<file path="config.mk">
export PLATFORM = sky130hd
export DESIGN_NAME = reg_scoreboard
export DESIGN_NICKNAME = d
export VERILOG_FILES = /design/src/rtl/reg_scoreboard.sv
export SDC_FILE = /design/constraint.sdc
export NUM_CORES = 1
export LEC_CHECK = 0
export ABC_AREA = 1
export BUFFER_PORTS_ARGS = -buffer_cell sky130_fd_sc_hd__buf_2
export CAP_MARGIN = 20
export CORE_AREA = 3 3 113 142
export DETAILED_ROUTE_END_ITERATION = 12
export DIE_AREA = 0 0 116 145
export HOLD_SLACK_MARGIN = 0.02
export MAX_ROUTING_LAYER = met4
export PLACE_DENSITY = 0.78
export SLEW_MARGIN = 20
export SYNTH_ARGS = -nofsm -noshare
export SYNTH_HDL_FRONTEND = slang
export SYNTH_SLANG_ARGS = --single-unit
</file>
<file path="constraint.sdc">
create_clock -name clk -period 7.85 [get_ports clk]
set_input_delay 0.785 -clock clk [delete_from_list [all_inputs] [get_ports clk]]
set_output_delay 0.785 -clock clk [all_outputs]
set_load 0.005 [all_outputs]
</file>
<file path="src/rtl/reg_scoreboard.sv">
// rtl/reg_scoreboard.sv - per-register outstanding-write scoreboard with RAW/WAW issue stall
//
// Purpose: tracks how many writes are in flight for each of x1..x31 and blocks
// issue of an instruction that reads a register with an unfinished write (RAW)
// or that would push a register's in-flight count past its maximum (WAW).
//
// Ports:
//   clk            - clock, all state updates on rising edge
//   reset          - asynchronous active-high reset, clears all state
//   issue_valid    - an instruction requests issue this cycle
//   issue_regWrite - issuing instruction writes issue_rd
//   issue_rd       - destination register of issuing instruction
//   issue_rs1/rs2  - source registers of issuing instruction
//   issue_use_rs1/rs2 - source actually read
//   wb_valid       - a register write completes this cycle
//   wb_rd          - register written back
//   stall          - combinational, issue blocked this cycle
//   issue_fire     - combinational, issue_valid & ~stall
//   pending        - registered, bit i set when register i has writes in flight
//   err            - registered sticky, writeback seen for a register with none in flight

module reg_scoreboard #(
    parameter int CNT_W = 2
) (
    input  logic        clk,
    input  logic        reset,
    input  logic        issue_valid,
    input  logic        issue_regWrite,
    input  logic [4:0]  issue_rd,
    input  logic [4:0]  issue_rs1,
    input  logic [4:0]  issue_rs2,
    input  logic        issue_use_rs1,
    input  logic        issue_use_rs2,
    input  logic        wb_valid,
    input  logic [4:0]  wb_rd,
    output logic        stall,
    output logic        issue_fire,
    output logic [31:0] pending,
    output logic        err
);

    localparam logic [CNT_W-1:0] CNT_MAX = '1;
    localparam logic [CNT_W-1:0] CNT_ONE = CNT_W'(1);

    logic [CNT_W-1:0] cnt_q [32];
    logic [CNT_W-1:0] cnt_d [32];
    logic [31:0]      pending_q, pending_d;
    logic             err_q, err_d;

    logic [CNT_W-1:0] cnt_rs1, cnt_rs2, cnt_rd, cnt_wb;
    logic             raw1, raw2, waw;
    logic             inc_en, wb_en, wb_paired;

    assign cnt_rs1 = cnt_q[issue_rs1];
    assign cnt_rs2 = cnt_q[issue_rs2];
    assign cnt_rd  = cnt_q[issue_rd];
    assign cnt_wb  = cnt_q[wb_rd];

    always_comb begin
        // A source whose only outstanding write is retiring this very cycle is
        // forwarded, so it does not block issue.
        raw1 = issue_use_rs1 && (issue_rs1 != 5'd0) && (cnt_rs1 != '0)
               && !(wb_valid && (wb_rd == issue_rs1) && (cnt_rs1 == CNT_ONE));
        raw2 = issue_use_rs2 && (issue_rs2 != 5'd0) && (cnt_rs2 != '0)
               && !(wb_valid && (wb_rd == issue_rs2) && (cnt_rs2 == CNT_ONE));
        // A saturated destination may still accept a write if one retires now.
        waw  = issue_regWrite && (issue_rd != 5'd0) && (cnt_rd == CNT_MAX)
               && !(wb_valid && (wb_rd == issue_rd));

        stall      = issue_valid && (raw1 || raw2 || waw);
        issue_fire = issue_valid && !stall;

        inc_en    = issue_fire && issue_regWrite && (issue_rd != 5'd0);
        wb_en     = wb_valid && (wb_rd != 5'd0);
        // Issue and writeback to the same register cancel out: the count is
        // left alone and the writeback is never treated as spurious.
        wb_paired = inc_en && wb_en && (wb_rd == issue_rd);
    end

    always_comb begin
        for (int i = 0; i < 32; i++) begin
            cnt_d[i] = cnt_q[i];
        end
        if (!wb_paired) begin
            if (inc_en) begin
                cnt_d[issue_rd] = cnt_rd + CNT_ONE;
            end
            if (wb_en && (cnt_wb != '0)) begin
                cnt_d[wb_rd] = cnt_wb - CNT_ONE;
            end
        end
        cnt_d[0] = '0;

        pending_d = '0;
        for (int i = 1; i < 32; i++) begin
            pending_d[i] = (cnt_d[i] != '0);
        end

        err_d = err_q || (wb_en && (cnt_wb == '0) && !wb_paired);
    end

    always_ff @(posedge clk or posedge reset) begin
        if (reset) begin
            for (int i = 0; i < 32; i++) begin
                cnt_q[i] <= '0;
            end
            pending_q <= '0;
            err_q     <= 1'b0;
        end else begin
            for (int i = 0; i < 32; i++) begin
                cnt_q[i] <= cnt_d[i];
            end
            pending_q <= pending_d;
            err_q     <= err_d;
        end
    end

    assign pending = pending_q;
    assign err     = err_q;

endmodule

</file>
==> results of run 1 <==
[worst max-delay path, delay by kind of cell]
kind | cells | cell delay (ns)
AO/OA/AOI/OAI | 3 | 0.72
buffers and inverters | 4 | 1.51
AND/OR/NAND/NOR | 10 | 2.24
adder cells (fa/ha/maj) | 1 | 0.18
[report_power, final]
part / switching [mW] / internal, mW / leakage, nW / total (mW)
combinational: 0.773 / 0.353 / 3.91 / 1.13
sequential: 0.212 / 0.707 / 1.15 / 0.919
clock: 0.208 / 0.261 / 0.152 / 0.469
[metrics by stage]
step,hold WS [ns],std cells
after detailed placement,0.496,1728
final,0.377,1744
after CTS,0.385,1744
after global routing,0.400,1744
after floorplan,0.461,1563
after global placement,0.477,1728
[layer usage]
metal  vias up  GRT usage [%]  wire, um
met5         -              -         0
met4         0           21.2      1960
met3       160           9.72      3830
met2       683           57.6     14200
met1      4667           52.1     12600
li1       4891              -         -
[path summary, 6_finish.rpt]
path | depth (start not counted) | to | startpoint
setup / recovery | 18 | pending[30]$_DFF_PP0_ | issue_rd[0]
hold / removal | 2 | pending[19]$_DFF_PP0_ | reset
setup reg to reg | 15 | pending[30]$_DFF_PP0_ | cnt_q[15]$_DFF_PP0_
hold reg to reg | 2 | cnt_q[41]$_DFF_PP0_ | cnt_q[41]$_DFF_PP0_
max in group asynchronous | 3 | pending[27]$_DFF_PP0_ | reset
min in group clk | 2 | cnt_q[41]$_DFF_PP0_ | cnt_q[41]$_DFF_PP0_
[sequential cells by signal, summed over array words and instances, names as in the netlist]
signal,cells
pending,31
err,1
cnt_q,62
[logic make-up (layout without fill, tap and decap cells)]
family,count (synthesis),in the layout,share of synthesized area [%]
AOI/OAI and AO/OA,176,176,11.8
adders and majority gates,2,2,0.284
buffers and inverters,352,351,16.4
and+or+nand+nor,935,935,44.5
DFF,94,94,26.7
other,1,1,0.0426
xor gates and xnor gates,3,3,0.299
[layout by cell type, fill, tap and decap left out, types with 2 or more instances in the layout]
cell type	instances
a21oi_1	40
clkbuf_16	9
dfrtp_1	94
xor2_1	3
a22o_1	3
buf_4	9
inv_2	25
nand3_1	140
nand4_1	57
inv_6	3
nor2_2	3
buf_2	60
inv_1	240
ha_1	2
a22oi_1	8
o221ai_1	8
nor2_1	102
or2_2	2
nor3_1	15
o211ai_1	11
o22ai_1	37
nand2_2	8
nand2_1	603
o21ai_0	62
[cell type report]
type | instances | area, sq um | share of cell area, %
Tap cell | 182 | 228 | 2.46
Sequential cell | 94 | 2350 | 25.4
Timing Repair Buffer | 69 | 368 | 3.97
Inverter | 266 | 1000 | 10.8
Clock buffer | 10 | 239 | 2.58
Multi-Input combinational cell | 1117 | 5010 | 54.0
Clock inverter | 6 | 75.1 | 0.810
==> results by group, run 1 <==
Outcome
  • Status: finished, final reports clean

Timing
  • Part of the cycle the worst path needs: 67.0%
  • Count of pins over their slew limit: 0
  • Final setup skew: 0.00859 ns
  • Count of final hold-check violations: 0
  • Final critical-path setup slack: 2.59 ns
  • Setup repair after global routing missed its margin: false
  • Total setup violations reported at the end of the flow: 0
  • Slew at the pin closest to its max-slew limit: 1.16 ns
  • Remaining max-slew budget at the tightest pin: 22.7%
  • Max Clk Rate: 190 MHz
  • Fin crit period: 5.26 ns
  • Post-Route Setup TNS: 0 ns

Synthesis
  • Most instantiated cells after synthesis: 603 x nand2_1, 241 x inv_1, 140 x nand3_1
  • Prevailing post-synth register cell: dfrtp_1
  • Cell area after technology mapping: 0.00880 sq mm
  • Synth area leaders: dfrtp_1 27%, nand2_1 26%, inv_1 10%, nand3_1 8.0%, nor2_1 4.4%
  • Cell taking the most area after synthesis: dfrtp_1
  • Synthesized flop and latch total: 94
  • Count of flip-flops with a built-in enable after synthesis: 0
  • Count leader, synth: nand2_1
  • Share of the synthesized area in the top cell type: 26.7%
  • Post-synthesis async set-or-reset flop share: 100%
  • Mean instance size in the synthesized netlist: 5.63 sq um
  • Number of instances in the synthesized netlist: 1563
  • Number of warning messages in the yosys log: 0
  • Number of distinct library cell variants in the gate-level netlist after synthesis: 38
  • Total nets after synthesis: 1592
  • Fraction of the yosys area taken by sequential cells: 26.7%

Placement
  • Count of buffers inserted at the top-level ports: 60
  • Worst setup timing slack at the placement stage: 2.42 ns
  • Post-placement cell area: 0.00895 sq mm
  • Last weighted congestion value of the routability-driven placer: 1.07
  • Final HPWL from detailed placement: 22300 um

Routing
  • Detailed-route wire length: 32600 um
  • Antenna-violating nets left: 0
  • Remaining DRCs: 0
  • Post-detailed-route via-to-cell ratio: 5.96
  • Vias: 10401
  • TritonRoute pass-1 iters: 6
  • Detailed router's first-iteration violation count: 1341
  • Average wire per cell in the routed design: 18.7 um

Hold path
  • Type of the worst min-delay path: input pin to async pin

Clock network
  • Post CTS Setup Buffer Count: 0
  • Num CTS Buffers: 9
  • CTS max path bufs: 2
  • Clock transition at the registers of the reported paths: 0.07 ns
  • Clock sink count: 94
  • Clock latency reported for the late side of the worst-skew pair: 0.36 ns
  • Master cell of the clock root buffer: clkbuf_16
  • Hold-fix buffer count after cts: 0
  • CTS resizes: 0
  • CTS tree: done
  • Level count of the clock H-tree: 3

Floorplan
  • Initial cell density of the core: 59.1%
  • Top-Level Pins: 62
  • Vert. Die Dim: 145 um
  • Die outline area: 0.0168 sq mm
  • Site Rows: 50
  • Horizontal die dimension: 116 um
  • Area of the core: 0.0149 sq mm

Critical path
  • Arrival time of the worst setup path: 5.50 ns
  • Largest driver fanout on the critical path: 75
  • Setup crit start kind: input pin
  • Data required time at the worst endpoint: 8.09 ns
  • Crit end category: flop
  • Startpoint-to-endpoint class of the critical path: input pin to flop
  • Worst setup slack for register-to-register paths: 3.44 ns
  • Cell with the biggest individual delay on the critical path: nand2_1
  • Worst stage delay on the critical path: 0.87 ns
  • CP dominant cell by count: nand2_1
  • Critical-path cell list: buf_2 -> inv_1 -> nor2_1 -> inv_1 -> o22ai_1 -> o21ai_0 -> nand4_1 -> or2_2 -> ha_1 -> nand3_1 -> nand3_2 -> nor2_4 -> buf_4 -> nand2_1 -> nand2_1 -> nand3_1 -> a21oi_1 -> nand2_1

Finish
  • Proportion of layout cells with a drive suffix above 1: 8.32%
  • Syn-to-layout area delta: 5.36%
  • Post-Route Utilization: 62.3%
  • Design Area, Final: 0.00927 sq mm
  • Final layout net count: 1586
  • # fillers: 1506
  • Ant diodes: 0

Global route
  • Total congestion overflow: 0
  • Largest net degree at the start of global routing: 91
  • Number of global-route vias before repair: 9676
  • Wire length of the first global-routing pass: 51200 um
  • All-Layer GR Usage: 40.2%
  • Number of antenna violations at the first check in global routing: 0

Power
  • Maximum vdd ir drop: 0.233 mV
  • P_leak: 5.21 nW
  • Cell Pwr Density: 271 mW/mm^2
  • Total Power Consumption: 2.51 mW

Flow run
  • Number of max-cap violations: 0
Note: power is estimated with default switching activity, not from simulation.
==> run 2: changes to the inputs <==
==> constraint.sdc (replaced) <==
create_clock -name clk -period 5.4 [get_ports clk]
set_input_delay 0.54 -clock clk [delete_from_list [all_inputs] [get_ports clk]]
set_output_delay 0.54 -clock clk [all_outputs]
set_load 0.005 [all_outputs]
==> results by group, run 2 (synthesis results as in run 1) <==
Outcome
  • Status: finished, final reports clean

Clock network
  • Level count of the clock H-tree: 3 (unchanged)
  • Clock transition at the registers of the reported paths: 0.07 ns (about the same)
  • CTS max path bufs: 2 (unchanged)
  • CTS tree: done
  • Clock latency reported for the late side of the worst-skew pair: 0.36 ns (about the same)
  • Clock sink count: 94 (unchanged)
  • Hold-fix buffer count after cts: 0 (unchanged)
  • Num CTS Buffers: 9 (unchanged)
  • CTS resizes: 0 (unchanged)
  • Post CTS Setup Buffer Count: 0 (unchanged)
  • Master cell of the clock root buffer: clkbuf_16

Floorplan
  • Area of the core: 0.0149 sq mm (unchanged)
  • Site Rows: 50 (unchanged)
  • Horizontal die dimension: 116 um (unchanged)
  • Die outline area: 0.0168 sq mm (unchanged)
  • Vert. Die Dim: 145 um (unchanged)
  • Top-Level Pins: 62 (unchanged)
  • Initial cell density of the core: 59.1% (unchanged)

Global route
  • Total congestion overflow: 0 (unchanged)
  • All-Layer GR Usage: 40.2% (+0.044 points)
  • Number of global-route vias before repair: 9645 (-0.32%)
  • Largest net degree at the start of global routing: 90 (-1.1%)
  • Number of antenna violations at the first check in global routing: 0 (unchanged)
  • Wire length of the first global-routing pass: 51500 um (+0.51%)

Finish
  • Most common cell after layout, fill and taps aside: nand2_1
  • Most frequent cells in the layout: 603 x nand2_1, 240 x inv_1, 140 x nand3_1, 102 x nor2_1, 94 x dfrtp_1
  • Largest register FFs: 62 (unchanged)
  • Largest register by flop count: cnt_q
  • Final layout net count: 1594 (+0.50%)
  • Proportion of layout cells with a drive suffix above 1: 8.66% (+0.34 points)
  • # fillers: 1515 (+0.60%)
  • Post-Route Utilization: 62.5% (+0.20 points)
  • Syn-to-layout area delta: 5.70%
  • Ant diodes: 0 (unchanged)
  • Number of non-filler instances in the completed layout: 1752 (+0.46%)

Critical path
  • Setup crit start kind: input pin
  • Reg2Reg Capture Point: pending[14]$_DFF_PP0_
  • Largest driver fanout on the critical path: 29 (-61%)
  • Cells on worst reg2reg path: 18 (+3)
  • Arrival time of the worst setup path: 4.56 ns (-0.94 ns)
  • Worst setup path startpoint: issue_rd[0]
  • Beginning of the worst register-to-register path: cnt_q[17]$_DFF_PP0_
  • Data required time at the worst endpoint: 5.64 ns (-2.45 ns)
  • Crit end category: flop
  • Capturing element of the worst setup path: pending[14]$_DFF_PP0_
  • Startpoint-to-endpoint class of the critical path: input pin to flop
  • Worst setup slack for register-to-register paths: 1.71 ns (-1.73 ns)

Timing
  • Remaining max-slew budget at the tightest pin: 38.0% (+15 points)
  • Hold Worst Slack: 0.174 ns (-0.203 ns)
  • Slew at the pin closest to its max-slew limit: 0.929 ns (-0.226 ns)
  • Fin crit period: 4.32 ns
  • Post-Route Setup TNS: 0 ns (unchanged)
  • Count of pins over their slew limit: 0 (unchanged)
  • Setup repair after global routing missed its margin: false
  • Final setup skew: 0.00750 ns (-0.00110 ns)
  • Part of the cycle the worst path needs: 80.0%
  • Final critical-path setup slack: 1.08 ns (-1.51 ns)
  • Total setup violations reported at the end of the flow: 0 (unchanged)
  • Max Clk Rate: 231 MHz
  • Count of final hold-check violations: 0 (unchanged)

Placement
  • Count of buffers inserted at the top-level ports: 60 (unchanged)
  • Placed Cells incl. Taps: 1736 (+0.46%)
  • Final HPWL from detailed placement: 22900 um (+2.7%)
  • Worst setup timing slack at the placement stage: 0.859 ns (-1.56 ns)
  • Last weighted congestion value of the routability-driven placer: 1.11 (+3.2%)

Routing
  • Detailed-route wire length: 32600 um (about the same)
  • Post-detailed-route via-to-cell ratio: 5.97 (about the same)
  • Remaining DRCs: 0 (unchanged)
  • TritonRoute pass-1 iters: 9 (+3)
  • Detailed router's first-iteration violation count: 1606 (+20%)
  • Vias: 10457 (+0.54%)
  • Average wire per cell in the routed design: 18.6 um (-0.50%)
  • Antenna-violating nets left: 0 (unchanged)

Power
  • Cell Pwr Density: 388 mW/mm^2 (+43%)
  • P_leak: 5.24 nW (+0.46%)
  • Maximum vdd ir drop: 0.223 mV (-4.5%)

Hold path
  • Type of the worst min-delay path: input pin to async pin

Flow run
  • Number of max-cap violations: 0 (unchanged)
-- run 2: worst min-delay path by stage --
| stage | from | to | cells past startpoint |
|---|---|---|---|
| after floorplan | cnt_q[16]$_DFF_PP0_ | cnt_q[16]$_DFF_PP0_ | 2 |
| after global placement | err$_DFF_PP0_ | err$_DFF_PP0_ | 1 |
| after detailed placement | err$_DFF_PP0_ | err$_DFF_PP0_ | 1 |
| after CTS | reset | pending[19]$_DFF_PP0_ | 2 |
| after global routing | reset | cnt_q[25]$_DFF_PP0_ | 2 |
| final | reset | pending[19]$_DFF_PP0_ | 2 |
-- run 2: cell type report --
cell class	instances	area, sq um	share of cell area, %
well taps	182	228	2.45
flip-flops and latches	94	2350	25.3
clock buffers	10	229	2.46
inverters	266	1000	10.8
repair buffers	77	440	4.74
multi-input cells	1117	5000	53.8
clock inverters	6	43.8	0.471
-- run 2: report_power, final --
part           internal, mW  switching [mW]  total (mW)
combinational         0.522            1.15        1.67
clock                 0.316           0.291       0.607
sequential             1.03           0.303        1.33
total                  1.87            1.74        3.60
-- run 2: worst max-delay path, stage by stage --
cell       delay [ns]
buf_2            0.12
inv_1            0.08
nor2_1           0.07
inv_1            0.66
o21ai_0          0.20
o21ai_0          0.33
o2111ai_1        0.15
or2_2            0.30
ha_1             0.19
nand3_1          0.12
nand3_2          0.12
nor2_4           0.39
buf_4            0.43
buf_4            0.36
nand3_1          0.11
nand2_1          0.09
nand2_1          0.05
nand2_1          0.07
nand2_1          0.06
inv_1            0.05
nand2_1          0.05
-- run 2: per-stage QoR --
step / area, sq um / power (mW)
global placement: 9030 / 2.92
floorplan: 8800 / 2.31
finish: 9300 / 3.60
global route: 9300 / 3.85
detailed placement: 9030 / 2.94
CTS: 9300 / 3.55
-- run 2: metal layers --
metal	global-route usage [%]	vias up	wire, um
met2	58.1	736	13900
met4	22.9	0	2430
met5	-	-	0
met3	8.72	182	4070
li1	-	4914	-
met1	51.6	4625	12200
==> run 3: changes to the inputs <==
--- a/config.mk
+++ b/config.mk
@@ -8,12 +8,12 @@
 export ABC_AREA = 1
 export BUFFER_PORTS_ARGS = -buffer_cell sky130_fd_sc_hd__buf_2
 export CAP_MARGIN = 20
-export CORE_AREA = 3 3 113 142
+export CORE_AREA = 3 3 117 147
 export DETAILED_ROUTE_END_ITERATION = 12
-export DIE_AREA = 0 0 116 145
+export DIE_AREA = 0 0 120 150
 export HOLD_SLACK_MARGIN = 0.02
 export MAX_ROUTING_LAYER = met4
-export PLACE_DENSITY = 0.78
+export PLACE_DENSITY = 0.76
 export SLEW_MARGIN = 20
 export SYNTH_ARGS = -nofsm -noshare
 export SYNTH_HDL_FRONTEND = slang
==> constraint.sdc (replaced) <==
create_clock -name clk -period 3.9 [get_ports clk]
set_input_delay 0.39 -clock clk [delete_from_list [all_inputs] [get_ports clk]]
set_output_delay 0.39 -clock clk [all_outputs]
set_load 0.005 [all_outputs]
==> results by group, run 3 (synthesis results as in run 1) <==
Outcome
  • Status: finished, final reports clean

Placement
  • Placed Cells incl. Taps: 1790 (+3.1%)
  • Last weighted congestion value of the routability-driven placer: 1.05 (-5.7%)
  • Count of buffers inserted at the top-level ports: 60 (unchanged)
  • Final HPWL from detailed placement: 24000 um (+4.7%)

Clock network
  • Level count of the clock H-tree: 3 (unchanged)
  • Post CTS Setup Buffer Count: 0 (unchanged)
  • CTS resizes: 0 (unchanged)
  • CTS tree: done
  • Clock transition at the registers of the reported paths: 0.07 ns (about the same)
  • Clock sink count: 94 (unchanged)
  • Hold-fix buffer count after cts: 0 (unchanged)
  • CTS max path bufs: 2 (unchanged)
  • Master cell of the clock root buffer: clkbuf_16
  • Num CTS Buffers: 9 (unchanged)
  • Clock latency reported for the late side of the worst-skew pair: 0.36 ns (about the same)

Global route
  • Number of global-route vias before repair: 9558 (-0.90%)
  • All-Layer GR Usage: 38.2% (-2.0 points)
  • Largest net degree at the start of global routing: 70 (-22%)
  • Total congestion overflow: 0 (unchanged)
  • Number of antenna violations at the first check in global routing: 0 (unchanged)
  • Wire length of the first global-routing pass: 51700 um (+0.32%)

Routing
  • Post-detailed-route via-to-cell ratio: 5.84 (-2.2%)
  • Detailed router's first-iteration violation count: 1326 (-17%)
  • TritonRoute pass-1 iters: 6 (-3)
  • Remaining DRCs: 0 (unchanged)
  • Vias: 10540 (+0.79%)
  • Detailed-route wire length: 33600 um (+3.0%)
  • Average wire per cell in the routed design: 18.6 um (about the same)
  • Antenna-violating nets left: 0 (unchanged)

Timing
  • Fin crit period: 3.47 ns
  • Hold Worst Slack: 0.211 ns (+0.0367 ns)
  • Final setup skew: 0.0113 ns (+0.00378 ns)
  • Max Clk Rate: 288 MHz
  • Count of final hold-check violations: 0 (unchanged)
  • Setup repair after global routing missed its margin: false
  • Count of pins over their slew limit: 0 (unchanged)
  • Part of the cycle the worst path needs: 89.1%
  • Total setup violations reported at the end of the flow: 0 (unchanged)
  • Remaining max-slew budget at the tightest pin: 41.2% (+3.3 points)
  • Post-Route Setup TNS: 0 ns (unchanged)
  • Slew at the pin closest to its max-slew limit: 0.881 ns (-0.0478 ns)

Flow run
  • Number of max-cap violations: 0 (unchanged)

Finish
  • # fillers: 1645 (+8.6%)
  • Number of non-filler instances in the completed layout: 1805 (+3.0%)
  • Largest register FFs: 62 (unchanged)
  • Post-Route Utilization: 59.5% (-3.0 points)
  • Largest register by flop count: cnt_q
  • Syn-to-layout area delta: 8.66%
  • Most frequent cells in the layout: 603 x nand2_1, 240 x inv_1, 140 x nand3_1, 102 x nor2_1, 94 x dfrtp_1
  • Most common cell after layout, fill and taps aside: nand2_1
  • Final layout net count: 1614 (+1.3%)
  • Proportion of layout cells with a drive suffix above 1: 9.69% (+1.0 points)
  • Ant diodes: 0 (unchanged)

Critical path
  • Worst stage delay on the critical path: 0.46 ns (-0.20 ns)
  • Crit end category: output port
  • Crit-path leading delay family: buffers and inverters
  • Setup crit start kind: input pin
  • Reg2Reg Capture Point: pending[10]$_DFF_PP0_
  • Sum of buffers and inverters on the critical path: 6 (unchanged)
  • Cell with the biggest individual delay on the critical path: inv_1
  • Critical-path cell list: buf_2 -> inv_1 -> nor2_1 -> inv_1 -> buf_4 -> o21ai_0 -> o21ai_0 -> o2111ai_1 -> or2_2 -> ha_1 -> nand3_1 -> nand3_2 -> nor2_4 -> buf_4 -> buf_2
  • Data required time at the worst endpoint: 3.51 ns (-2.13 ns)
  • Number of cells on the critical path: 15 (-29%)
  • Arrival time of the worst setup path: 3.08 ns (-1.48 ns)
  • Worst setup path startpoint: issue_rd[0]
  • Worst setup slack for register-to-register paths: 0.77 ns (-0.94 ns)
  • Beginning of the worst register-to-register path: cnt_q[28]$_DFF_PP0_
  • Cells on worst reg2reg path: 17 (-1)
  • Startpoint-to-endpoint class of the critical path: input pin to output port
  • Capturing element of the worst setup path: issue_fire
  • Largest driver fanout on the critical path: 21 (-28%)

Floorplan
  • Site Rows: 52 (+4.0%)
  • Vert. Die Dim: 150 um (+3.4%)
  • Top-Level Pins: 62 (unchanged)
  • Die outline area: 0.0180 sq mm (+7.0%)
  • Area of the core: 0.0161 sq mm (+7.9%)
  • Initial cell density of the core: 54.7% (-4.3 points)
  • Horizontal die dimension: 120 um (+3.4%)

Power
  • Maximum vdd ir drop: 0.298 mV (+34%)
  • Total Power Consumption: 5.17 mW (+43%)
  • Cell Pwr Density: 541 mW/mm^2 (+40%)
  • P_leak: 5.35 nW (+2.2%)

Hold path
  • Type of the worst min-delay path: input pin to async pin
run 3: cell count changes in the layout (fill, tap and decap cells not counted), sizes merged:
cell    delta
inv        -2
buf       +20
clkinv     -1
clkbuf     +1
bufinv     +1
run 3: layer usage:
layer | up-vias | share of wire, % | track usage, %
met5 | - | 0 | -
met4 | 0 | 6.2 | 21.3
met3 | 142 | 11 | 7.22
met2 | 700 | 43 | 57.8
met1 | 4748 | 39 | 48.2
li1 | 4950 | - | -
run 3: per-stage QoR:
step / area (sq um) / worst slack (ns)
floorplan: 8800 / 0.825
global placement: 9270 / 0.231
detailed placement: 9270 / 0.279
CTS: 9560 / 0.484
global route: 9560 / 0.237
finish: 9560 / 0.425
run 3: area by class of cell:
cell class	instances	area, sq um	share of cell area [%]
clock buffer	11	233	2.43
clock inverter	4	57.6	0.602
inverter	266	1000	10.5
multi-input combinational	1117	5000	52.4
sequential	94	2350	24.6
tap	216	270	2.83
timing repair buffer	97	641	6.70
run 3: worst min path at each step:
stage                         from                    end  slack (ns)  cells past startpoint
6_report                     reset    cnt_q[18]$_DFF_PP0_        0.21                      2
5_1_grt                      reset  pending[19]$_DFF_PP0_        0.29                      2
4_1_cts                      reset    cnt_q[25]$_DFF_PP0_        0.25                      2
3_5_place_dp   cnt_q[49]$_DFF_PP0_    cnt_q[49]$_DFF_PP0_        0.50                      2
3_3_place_gp         err$_DFF_PP0_          err$_DFF_PP0_        0.46                      1
2_1_floorplan  cnt_q[16]$_DFF_PP0_    cnt_q[16]$_DFF_PP0_        0.46                      2
run 3: power breakdown:
group | total, mW | switching (mW) | internal, mW | leakage (nW)
clock | 0.905 | 0.405 | 0.500 | 0.138
sequential | 1.90 | 0.474 | 1.42 | 1.15
combinational | 2.37 | 1.60 | 0.771 | 4.06
total | 5.17 | 2.48 | 2.69 | 5.35
run 3: worst reg2reg max path, delay by kind of cell (launching register included):
family	cells	cell delay [ns]
adders and majority gates	1	0.23
AOI/OAI and AO/OA	4	0.83
DFF	1	0.48
and+or+nand+nor	8	1.07
buffers and inverters	4	0.42
